**config.mk**
```make
export PLATFORM = sky130hd
export DESIGN_NAME = id_stage_pipe
export DESIGN_NICKNAME = d
export VERILOG_FILES = /design/src/rtl/id_stage_pipe.sv
export SDC_FILE = /design/constraint.sdc
export NUM_CORES = 1
export LEC_CHECK = 0
export BUFFER_PORTS_ARGS = -buffer_cell sky130_fd_sc_hd__buf_4
export CORE_AREA = 3 3 164 166
export CTS_CLUSTER_SIZE = 8
export DETAILED_ROUTE_END_ITERATION = 8
export DIE_AREA = 0 0 167 169
export GPL_ROUTABILITY_DRIVEN = 0
export HOLD_SLACK_MARGIN = 0.06
export PLACE_DENSITY = 0.54
export SETUP_SLACK_MARGIN = 0.5
export SYNTH_ARGS = -nofsm -noshare
export SYNTH_HDL_FRONTEND = slang
export SYNTH_SLANG_ARGS = --single-unit
```
**constraint.sdc**
```tcl
create_clock -name clk -period 4.7 [get_ports clk]
set_input_delay 0.235 -clock clk [delete_from_list [all_inputs] [get_ports clk]]
set_output_delay 0.235 -clock clk [all_outputs]
set_load 0.005 [all_outputs]
```
**src/rtl/id_stage_pipe.sv**
```systemverilog
// RV32I integer-ALU decode stage with operand forwarding, load-use stall FSM
// and an internal ID/EX register behind a valid/ready handshake.
`ifndef ID_STAGE_PIPE_DEFS
`define ID_STAGE_PIPE_DEFS
`define AluOpBus    7:0
`define AluSelBus   2:0
`define EXE_NOP_OP  8'b00000000
`define EXE_RES_NOP 3'b000
`define NOPRegAddr  5'b00000
`endif

module id_stage_pipe #(
    parameter int XLEN     = 32,
    parameter int NUM_FWD  = 2,
    parameter int LOAD_LAT = 1
) (
    input  logic                    clk,
    input  logic                    rst,
    input  logic                    flush,
    input  logic                    in_valid,
    output logic                    in_ready,
    input  logic [XLEN-1:0]         pc_i,
    input  logic [31:0]             inst_i,
    output logic                    reg1_read_o,
    output logic [4:0]              reg1_addr_o,
    output logic                    reg2_read_o,
    output logic [4:0]              reg2_addr_o,
    input  logic [XLEN-1:0]         reg1_data_i,
    input  logic [XLEN-1:0]         reg2_data_i,
    input  logic [NUM_FWD-1:0]      fwd_wreg_i,
    input  logic [5*NUM_FWD-1:0]    fwd_wd_i,
    input  logic [XLEN*NUM_FWD-1:0] fwd_wdata_i,
    input  logic                    ex_load_i,
    output logic                    out_valid,
    input  logic                    out_ready,
    output logic [XLEN-1:0]         pc_o,
    output logic [`AluOpBus]        aluop_o,
    output logic [`AluSelBus]       alusel_o,
    output logic [XLEN-1:0]         reg1_o,
    output logic [XLEN-1:0]         reg2_o,
    output logic [4:0]              wd_o,
    output logic                    wreg_o,
    output logic                    inst_invalid_o
);

    localparam logic [6:0] OPC_LUI   = 7'b0110111;
    localparam logic [6:0] OPC_AUIPC = 7'b0010111;
    localparam logic [6:0] OPC_OPIMM = 7'b0010011;
    localparam logic [6:0] OPC_OP    = 7'b0110011;
    localparam logic [6:0] F7_BASE   = 7'b0000000;
    localparam logic [6:0] F7_ALT    = 7'b0100000;

    localparam logic [`AluOpBus] OP_AND  = 8'b00100100;
    localparam logic [`AluOpBus] OP_OR   = 8'b00100101;
    localparam logic [`AluOpBus] OP_XOR  = 8'b00100110;
    localparam logic [`AluOpBus] OP_SLL  = 8'b01111100;
    localparam logic [`AluOpBus] OP_SRL  = 8'b00000010;
    localparam logic [`AluOpBus] OP_SRA  = 8'b00000011;
    localparam logic [`AluOpBus] OP_SLT  = 8'b00101010;
    localparam logic [`AluOpBus] OP_SLTU = 8'b00101011;
    localparam logic [`AluOpBus] OP_ADD  = 8'b00100000;
    localparam logic [`AluOpBus] OP_SUB  = 8'b00100010;

    localparam logic [`AluSelBus] SEL_LOGIC = 3'b001;
    localparam logic [`AluSelBus] SEL_SHIFT = 3'b010;
    localparam logic [`AluSelBus] SEL_ARITH = 3'b100;

    localparam logic [2:0] LAT_M1 = 3'(LOAD_LAT - 1);

    typedef enum logic [0:0] {S_RUN, S_STALL} state_t;

    logic [6:0] opcode, funct7;
    logic [2:0] funct3;
    logic [4:0] rd, rs1, rs2;
    logic [XLEN-1:0] imm_i, imm_u, imm_sh;

    assign opcode = inst_i[6:0];
    assign rd     = inst_i[11:7];
    assign funct3 = inst_i[14:12];
    assign rs1    = inst_i[19:15];
    assign rs2    = inst_i[24:20];
    assign funct7 = inst_i[31:25];
    assign imm_i  = XLEN'($signed(inst_i[31:20]));
    assign imm_u  = XLEN'($signed({inst_i[31:12], 12'b0}));
    assign imm_sh = XLEN'(inst_i[24:20]);

    logic [`AluOpBus]  dec_aluop;
    logic [`AluSelBus] dec_alusel;
    logic              dec_wreg, dec_re1, dec_re2, dec_use_pc, dec_ok;
    logic [XLEN-1:0]   dec_imm;

    always_comb begin
        dec_aluop  = `EXE_NOP_OP;
        dec_alusel = `EXE_RES_NOP;
        dec_wreg   = 1'b0;
        dec_re1    = 1'b0;
        dec_re2    = 1'b0;
        dec_use_pc = 1'b0;
        dec_ok     = 1'b0;
        dec_imm    = '0;
        case (opcode)
            OPC_LUI, OPC_AUIPC: begin
                dec_ok     = 1'b1;
                dec_wreg   = 1'b1;
                dec_aluop  = OP_ADD;
                dec_alusel = SEL_ARITH;
                dec_imm    = imm_u;
                dec_use_pc = (opcode == OPC_AUIPC);
            end
            OPC_OPIMM: begin
                dec_wreg = 1'b1;
                dec_re1  = 1'b1;
                dec_imm  = imm_i;
                case (funct3)
                    3'b000: begin dec_ok = 1'b1; dec_aluop = OP_ADD;  dec_alusel = SEL_ARITH; end
                    3'b010: begin dec_ok = 1'b1; dec_aluop = OP_SLT;  dec_alusel = SEL_ARITH; end
                    3'b011: begin dec_ok = 1'b1; dec_aluop = OP_SLTU; dec_alusel = SEL_ARITH; end
                    3'b100: begin dec_ok = 1'b1; dec_aluop = OP_XOR;  dec_alusel = SEL_LOGIC; end
                    3'b110: begin dec_ok = 1'b1; dec_aluop = OP_OR;   dec_alusel = SEL_LOGIC; end
                    3'b111: begin dec_ok = 1'b1; dec_aluop = OP_AND;  dec_alusel = SEL_LOGIC; end
                    3'b001: begin
                        dec_imm    = imm_sh;
                        dec_ok     = (funct7 == F7_BASE);
                        dec_aluop  = OP_SLL;
                        dec_alusel = SEL_SHIFT;
                    end
                    3'b101: begin
                        dec_imm    = imm_sh;
                        dec_ok     = (funct7 == F7_BASE) || (funct7 == F7_ALT);
                        dec_aluop  = (funct7 == F7_ALT) ? OP_SRA : OP_SRL;
                        dec_alusel = SEL_SHIFT;
                    end
                endcase
            end
            OPC_OP: begin
                dec_wreg = 1'b1;
                dec_re1  = 1'b1;
                dec_re2  = 1'b1;
                dec_ok   = (funct7 == F7_BASE);
                case (funct3)
                    3'b000: begin
                        dec_ok     = (funct7 == F7_BASE) || (funct7 == F7_ALT);
                        dec_aluop  = (funct7 == F7_ALT) ? OP_SUB : OP_ADD;
                        dec_alusel = SEL_ARITH;
                    end
                    3'b001: begin dec_aluop = OP_SLL;  dec_alusel = SEL_SHIFT; end
                    3'b010: begin dec_aluop = OP_SLT;  dec_alusel = SEL_ARITH; end
                    3'b011: begin dec_aluop = OP_SLTU; dec_alusel = SEL_ARITH; end
                    3'b100: begin dec_aluop = OP_XOR;  dec_alusel = SEL_LOGIC; end
                    3'b101: begin
                        dec_ok     = (funct7 == F7_BASE) || (funct7 == F7_ALT);
                        dec_aluop  = (funct7 == F7_ALT) ? OP_SRA : OP_SRL;
                        dec_alusel = SEL_SHIFT;
                    end
                    3'b110: begin dec_aluop = OP_OR;   dec_alusel = SEL_LOGIC; end
                    3'b111: begin dec_aluop = OP_AND;  dec_alusel = SEL_LOGIC; end
                endcase
            end
            default: ;
        endcase
        // Unsupported encodings read nothing, so they can never raise a false hazard.
        if (!dec_ok) begin
            dec_aluop  = `EXE_NOP_OP;
            dec_alusel = `EXE_RES_NOP;
            dec_wreg   = 1'b0;
            dec_re1    = 1'b0;
            dec_re2    = 1'b0;
            dec_use_pc = 1'b0;
            dec_imm    = '0;
        end
    end

    // x0 always reads zero; otherwise the youngest matching writer wins over the regfile.
    function automatic logic [XLEN-1:0] pick_operand(
        input logic [4:0]              addr,
        input logic [XLEN-1:0]         rf_data,
        input logic [NUM_FWD-1:0]      we,
        input logic [5*NUM_FWD-1:0]    wd,
        input logic [XLEN*NUM_FWD-1:0] wdata
    );
        logic [XLEN-1:0] v;
        v = rf_data;
        for (int i = NUM_FWD - 1; i >= 0; i--) begin
            if (we[i] && (wd[5*i +: 5] == addr)) v = wdata[XLEN*i +: XLEN];
        end
        if (addr == 5'd0) v = '0;
        return v;
    endfunction

    logic [XLEN-1:0] op1, op2;
    logic [4:0]      ex_wd;
    logic            hazard;

    assign op1 = dec_re1 ? pick_operand(rs1, reg1_data_i, fwd_wreg_i, fwd_wd_i, fwd_wdata_i)
                         : (dec_use_pc ? pc_i : '0);
    assign op2 = dec_re2 ? pick_operand(rs2, reg2_data_i, fwd_wreg_i, fwd_wd_i, fwd_wdata_i)
                         : dec_imm;

    assign reg1_read_o = in_valid & dec_re1;
    assign reg2_read_o = in_valid & dec_re2;
    assign reg1_addr_o = in_valid ? rs1 : 5'd0;
    assign reg2_addr_o = in_valid ? rs2 : 5'd0;

    assign ex_wd  = fwd_wd_i[4:0];
    assign hazard = in_valid && ex_load_i && fwd_wreg_i[0] && (ex_wd != 5'd0) &&
                    ((dec_re1 && (ex_wd == rs1)) || (dec_re2 && (ex_wd == rs2)));

    state_t     state_q, state_d;
    logic [2:0] cnt_q, cnt_d;
    logic       in_ready_c;

    always_ff @(posedge clk or negedge rst) begin
        if (!rst) begin
            state_q <= S_RUN;
            cnt_q   <= 3'd0;
        end else begin
            state_q <= state_d;
            cnt_q   <= cnt_d;
        end
    end

    // The hazard cycle itself is the first bubble; STALL only covers the extra LOAD_LAT-1 cycles.
    always_comb begin
        state_d    = state_q;
        cnt_d      = cnt_q;
        in_ready_c = 1'b0;
        case (state_q)
            S_RUN: begin
                if (hazard) begin
                    if (LOAD_LAT > 1) begin
                        state_d = S_STALL;
                        cnt_d   = LAT_M1;
                    end
                end else begin
                    in_ready_c = !out_valid || out_ready;
                end
            end
            S_STALL: begin
                cnt_d = cnt_q - 3'd1;
                if (cnt_q <= 3'd1) begin
                    state_d = S_RUN;
                    cnt_d   = 3'd0;
                end
            end
            default: state_d = S_RUN;
        endcase
        if (flush) begin
            state_d = S_RUN;
            cnt_d   = 3'd0;
        end
    end

    assign in_ready = in_ready_c;

    logic              valid_q, valid_d;
    logic [XLEN-1:0]   pc_q, pc_d, reg1_q, reg1_d, reg2_q, reg2_d;
    logic [`AluOpBus]  aluop_q, aluop_d;
    logic [`AluSelBus] alusel_q, alusel_d;
    logic [4:0]        wd_q, wd_d;
    logic              wreg_q, wreg_d, inv_q, inv_d;

    always_comb begin
        valid_d  = valid_q;
        pc_d     = pc_q;
        reg1_d   = reg1_q;
        reg2_d   = reg2_q;
        aluop_d  = aluop_q;
        alusel_d = alusel_q;
        wd_d     = wd_q;
        wreg_d   = wreg_q;
        inv_d    = inv_q;
        if (flush) begin
            valid_d = 1'b0;
        end else if (in_valid && in_ready_c) begin
            valid_d  = 1'b1;
            pc_d     = pc_i;
            reg1_d   = op1;
            reg2_d   = op2;
            aluop_d  = dec_aluop;
            alusel_d = dec_alusel;
            wd_d     = dec_ok ? rd : `NOPRegAddr;
            wreg_d   = dec_wreg;
            inv_d    = !dec_ok;
        end else if (out_ready) begin
            valid_d = 1'b0;
        end
    end

    always_ff @(posedge clk or negedge rst) begin
        if (!rst) begin
            valid_q  <= 1'b0;
            pc_q     <= '0;
            reg1_q   <= '0;
            reg2_q   <= '0;
            aluop_q  <= `EXE_NOP_OP;
            alusel_q <= `EXE_RES_NOP;
            wd_q     <= `NOPRegAddr;
            wreg_q   <= 1'b0;
            inv_q    <= 1'b0;
        end else begin
            valid_q  <= valid_d;
            pc_q     <= pc_d;
            reg1_q   <= reg1_d;
            reg2_q   <= reg2_d;
            aluop_q  <= aluop_d;
            alusel_q <= alusel_d;
            wd_q     <= wd_d;
            wreg_q   <= wreg_d;
            inv_q    <= inv_d;
        end
    end

    assign out_valid      = valid_q;
    assign pc_o           = pc_q;
    assign reg1_o         = reg1_q;
    assign reg2_o         = reg2_q;
    assign aluop_o        = aluop_q;
    assign alusel_o       = alusel_q;
    assign wd_o           = wd_q;
    assign wreg_o         = wreg_q;
    assign inst_invalid_o = inv_q;

endmodule

```
* Word level (Yosys, flattened, before mapping)
Cells that the tools add are included.
** Storage, ports and cells
- Register bits after elaboration :: 119
- Input port bits :: 210
- Output and inout bits :: 128
- Word-level logic and storage cells :: 110
** Operators by class
- Add/subtract/negate cells :: 1
- $lt $le $gt $ge :: 1
- Equality and inequality tests :: 16
- Mux-type cells :: 46
- Bitwise operators :: 3
- Reductions and logical operators :: 32
** Operator list (number)
- 32-bit 2-to-1 mux :: 11
- 8-bit one-hot mux with 8 select lines :: 2
- 32-bit one-hot mux with 2 select lines :: 1
- 8-bit one-hot mux with 3 select lines :: 1
- 7-bit by 6-bit == test with 1-bit output (second input constant) :: 3
- 5-bit == test :: 4
- 1-bit 2-to-1 mux :: 18
- 5-bit 2-to-1 mux :: 3
- 7-bit by 5-bit == test with 1-bit output (second input constant) :: 2
- 3-bit == test (second input constant) :: 4
- 3-bit 2-to-1 mux :: 4
- 1-bit logical AND :: 11
- 5-bit logical NOT :: 2
- 3-bit one-hot mux with 3 select lines :: 1
- 8-bit 2-to-1 mux :: 1
- 2-bit OR reduction :: 4
- 7-bit logical NOT :: 1
- 3-bit by 2-bit == test with 1-bit output (second input constant) :: 2
- 1-bit one-hot mux with 3 select lines :: 2
- 3-bit one-hot mux with 2 select lines :: 1
- 3-bit OR reduction :: 2
- 6-bit OR reduction :: 1
- 5-bit nonzero test :: 1
- 4-bit OR reduction :: 1
- other kinds (12) :: 16

* Depth between registers and ports, before layout
Gate-level depths: netlist of run 1.
- Word-level depth :: 13
- Depth in mapped cells :: 10

* Worst setup path before layout of run 1
OpenSTA, ideal clock, no wires.
- Path type :: input -> register
- Start point :: in inst_i[3]
- End point :: reg aluop_q[0], in the netlist aluop_o[0]
- Library setup time :: 0.125 ns
- Data arrival time :: 2.301 ns
- Data required time :: 4.575 ns
- Slack :: 2.273 ns
- Cell stages on the path :: 10
- Cell sequence :: or3b_1 -> buf_2 -> or3_4 -> nor3_2 -> o2111ai_1 -> o21a_1 -> buf_6 -> buf_8 -> buf_6 -> mux2_4
** On the way
- Word-level cells in the longest chain between the ends :: 11
** RTL lines
- start, declared :: RTL line 23 : input logic [31:0] inst_i,
- 7-bit by 5-bit == test with 1-bit output or 7-bit by 6-bit == test with 1-bit output (tied branches) :: RTL line 101 : case (opcode)
- 2-bit OR reduction (on tied branches)
- 1-bit one-hot mux with 3 select lines or 1-bit 2-to-1 mux (tied branches) :: RTL line 101
- 1-bit 2-to-1 mux :: RTL line 162 : if (!dec_ok) begin
- 1-bit logical AND :: RTL line 206 : ((dec_re1 && (ex_wd == rs1)) || (dec_re2 && (ex_wd == rs2)));
- 1-bit logical OR :: RTL line 206
- 1-bit logical AND :: RTL line 205 : assign hazard = in_valid && ex_load_i && fwd_wreg_i[0] && (ex_wd != 5'd0) &&
- 1-bit 2-to-1 mux :: RTL line 229 : if (hazard) begin
- 1-bit 2-to-1 mux :: RTL line 227 : case (state_q)
- 1-bit logical AND :: RTL line 274 : end else if (in_valid && in_ready_c) begin
- 2-bit AND reduction (no line)
- end signal, assigned :: RTL line 295 : aluop_q <= `EXE_NOP_OP;
- end signal, assigned :: RTL line 305 : aluop_q <= aluop_d;
- end, declared :: RTL line 257 : logic [`AluOpBus] aluop_q, aluop_d;
Parallel ways exist; a longest one is shown, timed or not.
A chain may end at the register's enable or synchronous reset.

* Final worst setup path of run 1
- Start point :: in inst_i[13]
- End point :: reg reg1_q[7], in the netlist reg1_o[7]
** On the way
- Word-level cells in the longest chain between the ends :: 12
** RTL lines
- 3-bit == test, or another cell as far along :: RTL line 114 : case (funct3)
- 6-bit OR reduction (no line) or 2-bit OR reduction (tied branches)
- 1-bit one-hot mux with 3 select lines or 1-bit 2-to-1 mux (tied branches)
- 1-bit one-hot mux with 3 select lines (*) :: RTL line 101
- 1-bit 2-to-1 mux :: RTL line 162
- 1-bit logical AND :: RTL line 206
- 1-bit logical OR :: RTL line 206
- 1-bit logical AND :: RTL line 205
- 1-bit 2-to-1 mux :: RTL line 229
- 1-bit 2-to-1 mux :: RTL line 227
- 1-bit logical AND :: RTL line 274
- 2-bit AND reduction (no line)
- end signal, assigned :: RTL line 303 : reg1_q <= reg1_d;
- end, declared :: RTL line 256 : logic [XLEN-1:0] pc_q, pc_d, reg1_q, reg1_d, reg2_q, reg2_d;
Mark *: on every way between the ends. The rest lies on a longest branch, timed or not.

==> impl_metrics.toml, run 1 <==
[routing]
wl_per_cell_um = 24.9
antenna_left = 0
first_pass_iters = 5
wl_um = 35900
vias_per_cell = 5.37
drc_errors = 0
drt-initial-drc-count = 544
vias = 7750

[critical_path]
critPathLaunch = "inst_i[13]"
cp_slowest_cell = "o21a_4"
cp.buffers_inverters = 2
worst-path-max-fanout = 61
worst_path_largest_cell_delay_ns = 0.87
critPathArrivalTime_ns = 3.12
path_cells = "buf_4 > nand2b_1 > a31oi_1 > o22ai_2 > nand2_1 > o21a_4 > buf_12 > mux2_2"
required_ns = 5.00
crit_type = "input pin to flip-flop"
timing.critical_path.max_delay_family = "compound AO/OA/AOI/OAI gates"
cp-end-kind = "flip-flop"
worst_setup_path_start_kind = "input pin"
timing.rr.start = "state_q$_DFF_PN0_"

[synth]
ys_seq_area_share_pct = 38.2
synth_top_area_share_pct = 38.2
synth-seq-cells = 117
synth_cells = 766
synth-edff-count = 0
ys_warn_count = 0
avgSynthCellArea_um2 = 10.0
yosys-top-cells-area = "dfrtp_1 38%, mux2_4 10%, mux2_2 7.0%"
syn_nets = 981
synth_cell_types = 51
ys.flop_type = "dfrtp_1"
async_flop_share_pct = 100
syn-cell-area_um2 = 7670
yosysTopAreaCell = "dfrtp_1"

[sta]
min_period_ns = 2.82
tightest_slew_ns = 1.10
hold_viol_final = 0
drv_slew = 0
achievable-frequency_mhz = 354
post-route-period-util_pct = 60.1
clock_skew_ns = 0.00985
slew_headroom_pct = 26.7
finalSetupViolCount = 0
rsz0062_at_grt = "no"
setup_tns_ns = 0

[cts]
cts.repair.resized = 0
cts_made_buffers = 17
clk_latency_ns = 0.42
root_buffer = "clkbuf_16"
cts_tree = "done"
clkTransAtPathRegs_ns = 0.06
clock-sinks = 117
h-tree-depth = 4
clock_path_buffers = 2
post_cts_buffers = 0

[outcome]
outcome = "finished clean"

[placement]
post-dp-hpwl_um = 27300
portBuffers = 336
numPlacedInstances = 1382
place_area_um2 = 10500

[die]
row_count = 59
die_y_um = 169
dieArea_um2 = 28200
core_um2 = 25800
ios = 338
die_w_um = 167
initial_core_util_pct = 29.8

[run]
cap_violations = 0

[finish]
final_cell_area_um2 = 11400
fillers = 2523
fin_util_pct = 44.2
final_common_cell = "buf_4"
drive_above_1_share_pct = 45.1
final_nets = 1309
layout_common_cells = "350 x buf_4, 117 x dfrtp_1, 90 x o21ai_0, 53 x mux2_4, 48 x mux2_2"
syn_to_final_growth_pct = 48.6
final_cells = 1444

[global_route]
grt_pass1_wl_um = 52100
antenna_found_initial = 3
grt_max_degree = 82
grt_usage_pct = 24.7
grt_pass1_vias = 7801
gr-total-overflow = 0

[pwr]
peakVddDrop_uv = 184
powerDensity_nw_per_um2 = 281
total_leakage_power_uw = 0.00530

[hold_path]
hold_path_startpoint = "pc_i[18]"
holdCritPathClass = "input pin to flip-flop"
[repair_timing]
action	CTS	global route
setup endpoints to repair	0	0
hold buffers	28	0
hold endpoints to repair	107	0
[logic make-up (layout without fill, tap and decap cells)]
| logic type | count (synthesis) | in the layout | share of synthesized area, % |
|---|---|---|---|
| AOI/OAI and AO/OA | 203 | 203 | 16.7 |
| buffers and inverters | 95 | 436 | 5.71 |
| adders and majority gates | 5 | 5 | 0.816 |
| DFF | 117 | 117 | 38.2 |
| and+or+nand+nor | 180 | 180 | 13.1 |
| other | 1 | 3 | 0.0489 |
| xor gates and xnor gates | 21 | 21 | 2.40 |
| muxes | 144 | 144 | 23.0 |
[worst reg2reg max path, cell delays in order, from the launching register on]
cell and delay [ns]:
dfrtp_1 0.40, nor2_1 0.18, and3_1 0.25, o21a_4 0.81, buf_12 0.46, mux2_2 0.45
[power by group]
group / internal, uW / switching [uW]
Clock: 970 / 514
Sequential: 1060 / 35.4
Combinational: 348 / 272
Total: 2380 / 822
[path summary, 6_finish.rpt]
kind / endpoint / slack (ns) / cells after the start
hold / removal: pc_o[18]$_DFFE_PN0P_ / 0.08 / 2
setup / recovery: reg1_o[7]$_DFFE_PN0P_ / 1.88 / 8
max in group asynchronous: inst_invalid_o$_DFFE_PN0P_ / 3.24 / 3
setup reg to reg: reg1_o[7]$_DFFE_PN0P_ / 2.03 / 5
hold reg to reg: cnt_q[2]$_DFFE_PN0P_ / 0.48 / 1
min in group asynchronous: reg1_o[3]$_DFFE_PN0P_ / 0.46 / 2
[area by class of cell]
class / count / area, um2 / area share [%]
Antenna cell: 2 / 5.00 / 0.0439
Multi-Input combinational cell: 554 / 4360 / 38.2
Inverter: 24 / 90.1 / 0.791
Sequential cell: 117 / 2930 / 25.7
Clock buffer: 20 / 457 / 4.01
Timing Repair Buffer: 380 / 2940 / 25.8
Tap cell: 335 / 419 / 3.68
Clock inverter: 12 / 200 / 1.76
[layer usage]
layer / up-vias / GRT usage, % / part of all wire, %
met5: - / 0 / 0.095
met4: 4 / 8.82 / 3.3
met3: 54 / 7.33 / 8.5
met2: 390 / 40.8 / 48
met1: 3798 / 30.8 / 40
li1: 3504 / - / -
[synthesized netlist by cell type, types with 2 or more instances]
cell type and n:
a21oi_1 27, a221oi_1 32, a222oi_1 5, a31oi_1 2
a32oi_1 12, and2_1 23, and3_1 40, buf_1 2
buf_2 8, buf_4 2, buf_6 7, clkbuf_1 51
dfrtp_1 117, ha_1 5, inv_1 24, mux2_2 48
mux2_4 53, mux2i_1 43, nand2_1 36, nand2b_1 4
nand3_1 11, nand4_1 13, nor2_1 12, nor2b_1 2
nor3_1 18, nor4_1 5, nor4_2 2, o211ai_1 13
o21a_1 2, o21ai_0 90, o21ai_1 9, o21bai_1 2
o221ai_1 4, o22ai_1 2, or2_2 2, or3_1 3
or4_1 2, xnor2_1 12, xor2_1 9
[state kept, by name (all words and copies together) (netlist names)]
signal          flops
aluop_o             6
alusel_o            3
cnt_q               3
inst_invalid_o      1
out_valid           1
pc_o               32
reg1_o             32
reg2_o             32
state_q             1
wd_o                5
wreg_o              1
[through the flow]
| stage | total power [uW] | hold WS [ns] | worst slack [ns] |
|---|---|---|---|
| 5_1_grt | 3310 | 0.0660 | 1.74 |
| 4_1_cts | 3230 | 0.0606 | 1.89 |
| 3_5_place_dp | 1720 | 0.371 | 1.46 |
| 2_1_floorplan | 1360 | -0.0606 | 2.27 |
| 3_3_place_gp | 1720 | 0.377 | 1.54 |
| 6_report | 3200 | 0.0774 | 1.88 |
Power figures use the tool's default switching activity.
==> run 2, diff against run 1 <==
--- a/config.mk
+++ b/config.mk
@@ -12,7 +12,7 @@
 export DIE_AREA = 0 0 167 169
 export GPL_ROUTABILITY_DRIVEN = 0
 export HOLD_SLACK_MARGIN = 0.06
-export PLACE_DENSITY = 0.54
+export PLACE_DENSITY = 0.56
 export SETUP_SLACK_MARGIN = 0.5
 export SYNTH_ARGS = -nofsm -noshare
 export SYNTH_HDL_FRONTEND = slang
==> constraint.sdc (replaced) <==
create_clock -name clk -period 2.44 [get_ports clk]
set_input_delay 0.122 -clock clk [delete_from_list [all_inputs] [get_ports clk]]
set_output_delay 0.122 -clock clk [all_outputs]
set_load 0.005 [all_outputs]
==> impl_metrics.toml, run 2 (synthesized netlist as in run 1, its figures left out) <==
[die]
initial_core_util_pct = 29.8
row_count = 59
ios = 338
dieArea_um2 = 28200
die_w_um = 167
die_y_um = 169
core_um2 = 25800

[routing]
antenna_left = 0
vias_per_cell = 5.29
wl_per_cell_um = 24.1
drt-initial-drc-count = 452
wl_um = 35600
vias = 7803
first_pass_iters = 5
drc_errors = 0

[critical_path]
cp-end-kind = "flip-flop"
required_ns = 2.74
worst-path-max-fanout = 37
path_cells = "buf_4 > or3b_4 > or3_4 > nor3_4 > o2111ai_2 > o21a_4 > buf_12 > mux2_4"
worst_setup_path_start_kind = "input pin"
cp_slowest_cell = "or3_4"
critPathArrivalTime_ns = 2.18
crit_type = "input pin to flip-flop"
rrSetupSlack_ns = 0.56
worst_path_largest_cell_delay_ns = 0.41

[cts]
cts_made_buffers = 17
clkTransAtPathRegs_ns = 0.06
clk_latency_ns = 0.42
root_buffer = "clkbuf_16"
h-tree-depth = 4
clock-sinks = 117
clock_path_buffers = 2
cts_tree = "done"

[global_route]
grt_usage_pct = 24.6
grt_pass1_wl_um = 52200
grt_pass1_vias = 7968
antenna_found_initial = 4
gr-total-overflow = 0
grt_max_degree = 55

[finish]
syn_to_final_growth_pct = 53.1
drive_above_1_share_pct = 45.8
fin_util_pct = 45.6
final_common_cell = "buf_4"
layout_common_cells = "362 x buf_4, 117 x dfrtp_1, 90 x o21ai_0, 53 x mux2_4, 48 x mux2_2"
final_nets = 1344

[pwr]
peakVddDrop_uv = 338
total_leakage_power_uw = 0.00547
fin_total_pwr_uw = 5840
powerDensity_nw_per_um2 = 497

[sta]
finalSetupViolCount = 0
drv_slew = 0
hold_viol_final = 0
whs_ns = 0.120
tightest_slew_ns = 0.575
clock_skew_ns = 0.00828
setup_tns_ns = 0
slew_headroom_pct = 60.7
achievable-frequency_mhz = 532
min_period_ns = 1.88
post-route-period-util_pct = 77.0
rsz0062_at_grt = "yes"

[hold_path]
holdCritPathClass = "input pin to flip-flop"

[run]
cap_violations = 0

[outcome]
outcome = "finished clean"

[placement]
post-dp-hpwl_um = 27700
portBuffers = 336
-- run 2: through the flow --
stage | std cells | worst slack [ns] | instance area, um2
after floorplan | 766 | 0.192 | 7680
after global placement | 1402 | 0.115 | 10700
after detailed placement | 1402 | 0.0519 | 10700
after CTS | 1472 | 0.547 | 11700
after global routing | 1475 | 0.499 | 11700
final | 1475 | 0.562 | 11700
-- run 2: final timing paths --
kind / from / end / cells after the start
worst min register to register: cnt_q[1]$_DFFE_PN0P_ / cnt_q[1]$_DFFE_PN0P_ / 2
max in group asynchronous: rst / reg2_o[9]$_DFFE_PN0P_ / 3
min in group asynchronous: rst / pc_o[30]$_DFFE_PN0P_ / 2
worst max-delay path: inst_i[3] / pc_o[9]$_DFFE_PN0P_ / 8
worst max register to register: state_q$_DFF_PN0_ / reg1_o[7]$_DFFE_PN0P_ / 5
worst min-delay path: inst_i[27] / reg2_o[27]$_DFFE_PN0P_ / 4
-- run 2: cell type report --
class / count / area, um2
fillers: 2524 / 14000
multi-input cells: 554 / 4380
repair buffers: 415 / 3350
flip-flops and latches: 117 / 2930
clock buffers: 20 / 467
well taps: 335 / 419
clock inverters: 9 / 105
inverters: 24 / 90.1
diodes: 1 / 2.50
-- run 2: critical path: cells and delay by family --
kind / cells / cell delay, ns
AO/OA/AOI/OAI: 2 / 0.45
AND/OR/NAND/NOR: 3 / 0.93
multiplexers: 1 / 0.32
buffers and inverters: 2 / 0.32
-- run 2: layer usage --
metal	routed length [um]	GRT usage, %	up-vias
met2	17400	42.0	356
met3	3030	6.87	47
met1	14300	30.3	3821
met4	912	7.42	4
li1	-	-	3575
met5	21	0	-
-- run 2: where the power goes --
group          internal (uW)  switching, uW
clock network           1560            925
logic                    706            536
registers               2050           65.5
total                   4310           1530
-- run 2: repair_timing --
item | CTS | global route
setup buffers | 0 | 2
hold endpoints to repair | 146 | 0
gates resized for setup | 1 | 4
endpoints found under the setup margin | 7 | 52
cloned | 0 | 0
hold buffers | 41 | 0
